===== config.mk =====
export PLATFORM = sky130hd
export DESIGN_NAME = shift_pload_sout_n
export DESIGN_NICKNAME = d
export VERILOG_FILES = /design/src/rtl/shift_pload_sout_n_pkg.sv /design/src/rtl/shift_pload_sout_n.sv
export SDC_FILE = /design/constraint.sdc
export NUM_CORES = 1
export LEC_CHECK = 0
export ABC_AREA = 1
export BUFFER_PORTS_ARGS = -buffer_cell sky130_fd_sc_hd__buf_2
export CAP_MARGIN = 20
export CELL_PAD_IN_SITES_DETAIL_PLACEMENT = 0
export CELL_PAD_IN_SITES_GLOBAL_PLACEMENT = 2
export CORE_AREA = 2 2 60 62
export CTS_CLUSTER_DIAMETER = 50
export DETAILED_ROUTE_END_ITERATION = 8
export DIE_AREA = 0 0 62 64
export PLACE_DENSITY_LB_ADDON = 0.08
export SLEW_MARGIN = 10
export SYNTH_ARGS = -nofsm -noshare
export SYNTH_HDL_FRONTEND = slang
export SYNTH_SLANG_ARGS = --single-unit

===== constraint.sdc =====
create_clock -name clk -period 3.1 [get_ports clk]
set_input_delay 0.62 -clock clk [delete_from_list [all_inputs] [get_ports clk]]
set_output_delay 0.62 -clock clk [all_outputs]
set_load 0.02 [all_outputs]

===== src/rtl/shift_pload_sout_n_pkg.sv =====
// Shared definitions for the parallel-load / serial-out shifter.
package shift_pload_sout_n_pkg;

   // Controller states; busy is simply state == SHIFT.
   typedef enum logic {
      IDLE  = 1'b0,
      SHIFT = 1'b1
   } state_t;

   // Width of a counter that must hold every value 0..width inclusive.
   function automatic int cnt_w(input int width);
      return $clog2(width + 1);
   endfunction

endpackage


===== src/rtl/shift_pload_sout_n.sv =====
// Parallel-load, serial-out shift register with back-to-back load support,
// abort, a sticky overrun flag and a one-cycle done pulse per word.
module shift_pload_sout_n
   import shift_pload_sout_n_pkg::*;
#(
   parameter int  WIDTH     = 8,
   parameter bit  MSB_FIRST = 1'b1,
   parameter bit  FILL      = 1'b0,
   localparam int CNT_W     = cnt_w(WIDTH)
) (
   input  logic             clk,
   input  logic             rst,
   input  logic             abort,
   input  logic             load,
   input  logic [WIDTH-1:0] data,
   input  logic             shift_en,
   output logic             ready,
   output logic             sout,
   output logic             busy,
   output logic             done,
   output logic             overrun,
   output logic [CNT_W-1:0] bits_left,
   output logic [WIDTH-1:0] dout
);

   state_t           state, state_nxt;
   logic [WIDTH-1:0] dout_nxt;
   logic [WIDTH-1:0] dout_shifted;
   logic [CNT_W-1:0] bits_left_nxt;
   logic             done_nxt;
   logic             overrun_nxt;
   logic             last_bit;
   logic             accept;

   // The final bit leaves this cycle, so a new word may be taken in its place.
   assign last_bit = (state == SHIFT) && (bits_left == CNT_W'(1)) && shift_en;
   assign ready    = (state == IDLE) || last_bit;
   assign accept   = load && ready;

   assign busy = (state == SHIFT);
   assign sout = MSB_FIRST ? dout[WIDTH-1] : dout[0];

   // One-place move toward the sout end, FILL entering the far end.
   always_comb begin
      dout_shifted = dout;
      if (MSB_FIRST) dout_shifted = {dout[WIDTH-2:0], FILL};
      else           dout_shifted = {FILL, dout[WIDTH-1:1]};
   end

   // Next-state logic; abort beats load, load beats shift.
   always_comb begin
      state_nxt     = state;
      dout_nxt      = dout;
      bits_left_nxt = bits_left;
      done_nxt      = 1'b0;
      overrun_nxt   = overrun;
      if (abort) begin
         // Word discarded, no done pulse, overrun left as it was.
         state_nxt     = IDLE;
         dout_nxt      = '0;
         bits_left_nxt = '0;
      end else begin
         if (load && !ready) overrun_nxt = 1'b1;
         if (accept) begin
            state_nxt     = SHIFT;
            dout_nxt      = data;
            bits_left_nxt = CNT_W'(WIDTH);
            // A load on the last-bit cycle still completes the old word.
            done_nxt      = last_bit;
            // Only a load with nothing else happening clears the flag.
            if (!shift_en) overrun_nxt = 1'b0;
         end else if ((state == SHIFT) && shift_en) begin
            dout_nxt = dout_shifted;
            if (bits_left != '0) bits_left_nxt = bits_left - CNT_W'(1);
            if (bits_left == CNT_W'(1)) begin
               state_nxt = IDLE;
               done_nxt  = 1'b1;
            end
         end
      end
   end

   // State, shift register, counter and flags.
   always_ff @(posedge clk) begin
      if (rst) begin
         state     <= IDLE;
         dout      <= '0;
         bits_left <= '0;
         done      <= 1'b0;
         overrun   <= 1'b0;
      end else begin
         state     <= state_nxt;
         dout      <= dout_nxt;
         bits_left <= bits_left_nxt;
         done      <= done_nxt;
         overrun   <= overrun_nxt;
      end
   end

endmodule


# [Word-level counts from Yosys, hierarchy flattened]
# Index checks and enable logic that the tools add are counted.
[op_classes] n_reduce_logical=16 bitwise_logic=1 n_div=0 add_sub_neg=1 mux=14 shifts=0 n_eq_ne=1 order_cmp=0 n_mul=0
[op_table] op="$mux 8" n=2
[op_table] op="$mux 4" n=3
[op_table] op="$mux 1" n=9
[op_table] op="$reduce_and 2->1" n=3
[op_table] op="$reduce_bool 2->1" n=3
[op_table] op="$logic_and 1x1->1" n=5
[op_table] op="$eq 4x1->1 const B" n=1
[op_table] op="$reduce_bool 4->1" n=1
[op_table] op="$sub 4x1->4 const B" n=1
[op_table] op="$reduce_or 3->1" n=1
[op_table] op="$reduce_or 2->1" n=1
[op_table] op="$logic_not 1->1" n=1
[op_table] op="$logic_or 1x1->1" n=1
[op_table] op="$not 1->1" n=1
[totals] wordCells=39 input_bits=13 latch_bits=0 register_bits=15 ramBits=0 mem_bits_ro=0 mem_count=0

# [Longest topological paths before layout]
[depth] ltp_word=9 depth_mapped=12 depth_no_buf=11

# [Least setup slack after synthesis]
# No wires, ideal clock.
[synth_timing] path_type="reg2out" start="register bits_left[1]" end="output port ready" required_ps=2480 setup_slack_ps=1345 path_buffers=1 arrival_ps=1135 path_stages_with_launch=8 cell_sequence="dfxtp_1 -> inv_1 -> ha_1 -> inv_1 -> nor2_4 -> nand2_2 -> nand2_2 -> buf_6"
[synth_via] elab_chain_cells=4
[synth_lines] item="start, declared" line_no="shift_pload_sout_n.sv:22" text="output logic [CNT_W-1:0] bits_left,"
[synth_lines] item="start signal, assigned" line_no="shift_pload_sout_n.sv:94" text="bits_left <= bits_left_nxt;"
[synth_lines] item="$eq 4x1->1" line_no="shift_pload_sout_n.sv:36" text="assign last_bit = (state == SHIFT) && (bits_left == CNT_W'(1)) && shift_en;"
[synth_lines] item="$logic_and 1x1->1 (2 in series)" line_no="shift_pload_sout_n.sv:36"
[synth_lines] item="$logic_or 1x1->1" line_no="shift_pload_sout_n.sv:37" text="assign ready = (state == IDLE) || last_bit;"
[synth_lines] item="end, declared" line_no="shift_pload_sout_n.sv:17" text="output logic ready,"
# Every way passes these cells.

# [Worst setup path after layout]
[layout_timing] start="register state, in the netlist busy" end="output port ready"
[layout_via] elab_chain_cells=3 elab_cells_between_ends=4
[layout_lines] item="start, declared" line_no="shift_pload_sout_n.sv:26" text="state_t state, state_nxt;"
[layout_lines] item="start signal, assigned" line_no="shift_pload_sout_n.sv:92" text="state <= state_nxt;"
[layout_lines] item="$logic_and 1x1->1 (2 in series)" line_no="shift_pload_sout_n.sv:36"
[layout_lines] item="$logic_or 1x1->1 (*)" line_no="shift_pload_sout_n.sv:37"
# Mark *: on every way between the ends. The rest lies on a longest branch, timed or not.

==> summary.md <==
| Metric | Value |
|---|---|
| Status | finished, final reports clean |
| GRT Util Overall | 0.130 |
| Routability congestion estimate | 0.674 |
| Worst EP required | 2.48 ns |
| Crit end category | output port |
| Cell Rows | 21 |
| Total number of yosys warnings | 0 |
| Buffers on Ports | 29 |
| PnR worst setup slack | between 0.7 and 0.8 ns |
| Worst-margin pin slew | 0.716 ns |
| DIE HEIGHT | 64 µm |
| RSZ-0062 raised after global routing | false |
| GRT overflow | 0 |
| Seq/Total Area, Yosys | 0.345 |
| Ports | 30 |
| Detail Route Antenna Nets | 0 |
| First DRT Iteration DRCs | 34 |
| Number of global-route vias before repair | 837 |
| Nets | around 170 |
| R2r setup slk | 1.29 ns |
| Detailed Place HPWL | 1.63 mm |
| Mapped cell area | roughly 870 µm² |
| Critical path class | flop to output port |
| Register bit total from synthesis | 15 |
| Core ar. | 0.00328 mm² |
| # DRC | 0 |
| Starting density of the core | 0.265 |
| Htree depth | 1 |
| Highest-count cells in the layout ignoring fill and taps | 29 x buf_2, 22 x inv_1, 21 x nand2_1 |
| Die area | slightly below 0.004 mm² |
| Area growth, synth to finish | 20.3% |
| Die width | 62 µm |
| Wirelength, routed | 2.24 mm |
| Worst vdd ir | 0.110 mV |
| Worst min path class | flop to flop |
| Number of distinct library cells after synthesis | 22 |
| Worst-Skew Late Latency | between 0.2 and 0.3 ns |
| RR Startpoint | busy |
| Max Fclk | 0.427 GHz |
| R2R depth | 9 |
| Slew HR | 0.521 |
| P_leak | a little over 0.0005 µW |
| Vias per inst | 4.29 |
| CTS max path bufs | 2 |
| Cts bufs inserted | 3 |
| Crit path DAT | about 1.7 ns |
| Slowest CP cell | dfxtp_1 |
| Top delay family on crit path | simple AND/OR/NAND/NOR gates |
| Worst path depth | 5 |
| Syn_area_per_cell | 7.01 µm² |
| Setup violators final | 0 |
| Syn nets | 140 |
| Root Driver | clkbuf_4 |
| Setup Fix Bufs, Post-CTS | 0 |
| Minimum clock period | between 2 and 2.5 ns |
| Pins over their slew limit | 0 |
| Critical path peak fanout | 17 |
| Worst R2R End | dout[2] |
| First-pass GRT wire length | around 3.9 mm |
| Crit-path cells | nand2_4, nor2_4, nand2_2, nand2_2, buf_2 |
| Final period util | 0.755 |
| Routed len/inst | 11.4 µm |
| Worst stage delay on the critical path | 0.59 ns |
| Clock Sinks | 15 |
| CTS Hold Bufs | 0 |
| Cells after Synth | 124 |
| Pwr dens | 364 mW/mm² |
| Clock Skew | approximately 0.0012 ns |
| Pin count of the biggest net entering global routing | 18 |
| Final setup TNS | 0 ns |
| Diode count | 0 |
| Max-cap violations | 0 |
| DR vias | ~850 |
| CTS tree | done |
| CP Capture Point | ready |
| Post-CTS Resized | 0 |
| Layout cells sized above 1 | 0.272 |
| WP buf/inv | 1 |
| Commonest non-fill, non-tap cell in the layout | buf_2 |
| Critical Path Source Type | flop |
| Pre-CTS setup slack | 0.971 ns |
| Final Hold Violating Endpoints | 0 |
| Antenna violations before repair | 0 |
| Setup crit start | busy |
| CP dominant cell by count | nand2_2 |
| DR pass1 iterations | 3 |
| CTS clk-pin slew, worst paths | 0.10 ns |
==> synth_stat cells <==
cell type	number	area, µm²
ha_1	3	37.5
buf_4	2	15.0
nor3_1	1	5.00
o21ai_0	1	5.00
a21oi_1	6	30.0
dfxtp_1	15	300
buf_6	3	33.8
nand2_4	1	11.3
inv_1	22	82.6
buf_2	1	5.00
nor2_1	11	41.3
clkinv_1	1	3.75
nor2_4	1	11.3
a21oi_2	1	8.76
o211ai_1	6	45.0
nand4_1	2	12.5
o31ai_1	1	7.51
nand2_1	21	78.8
or2_0	1	6.26
nor3b_1	1	7.51
nand2_2	5	31.3
nand3_1	18	90.1
==> logic make-up after synthesis <==
logic type               after synthesis  share of synthesized area
flip-flops                            15                      0.345
AND/OR/NAND/NOR                       62                      0.340
AO/OA/AOI/OAI                         15                      0.111
buffers and inverters                 29                      0.161
adder cells (fa/ha/maj)                3                     0.0432
==> state kept, by name, summed over array words and instances (netlist names) <==
| name | flops |
|---|---|
| overrun | 1 |
| done | 1 |
| busy | 1 |
| bits_left | 4 |
| dout | 8 |
==> worst register-to-register path, delay by kind of cell, from the launching register on <==
kind / cells / cell delay, ns
flip-flops: 1 / 0.59
AND/OR/NAND/NOR: 8 / 1.10
buffers and inverters: 1 / 0.04
==> area by class of cell <==
class	instances	area, µm²
multi-input cells	80	429
well taps	46	57.6
clock buffers	3	22.5
clock inverters	1	5.00
fillers	374	2240
repair buffers	29	145
inverters	23	86.3
flip-flops and latches	15	300
==> worst min-delay path by stage <==
stage,startpoint,end,slack (ns),cells past startpoint
after floorplan,overrun,overrun,0.54,2
after global placement,overrun,overrun,0.46,2
after detailed placement,overrun,overrun,0.46,2
after CTS,rst,overrun,0.46,2
after global routing,rst,overrun,0.46,2
final,overrun,overrun,0.47,2
==> power breakdown <==
part / internal [µW] / switching (µW)
Combinational: 19.8 / 37.0
Sequential: 198 / 5.40
Clock: 48.0 / 73.2
Total: 266 / 116
==> metal layers <==
| layer | part of all wire | wire (µm) | track usage | up-vias |
|---|---|---|---|---|
| met4 | 0.010 | 23 | 0.0559 | 0 |
| met5 | 0 | 0 | 0 | - |
| met3 | 0.037 | 83 | 0.0263 | 2 |
| li1 | - | - | - | 447 |
| met2 | 0.49 | 1090 | 0.203 | 15 |
| met1 | 0.47 | 1040 | 0.170 | 382 |
==> through the flow <==
| stage | instances | utilization | hold WS (ns) | power [µW] | area, µm² |
|---|---|---|---|---|---|
| floorplan | 124 | - | 0.538 | 248 | 870 |
| global placement | 193 | 0.310 | 0.462 | 266 | 1020 |
| detailed placement | 193 | 0.310 | 0.457 | 266 | 1020 |
| CTS | 197 | 0.318 | 0.462 | 392 | 1050 |
| global route | 197 | 0.318 | 0.459 | 407 | 1050 |
| finish | 197 | 0.318 | 0.471 | 381 | 1050 |
Power figures use the tool's default switching activity.
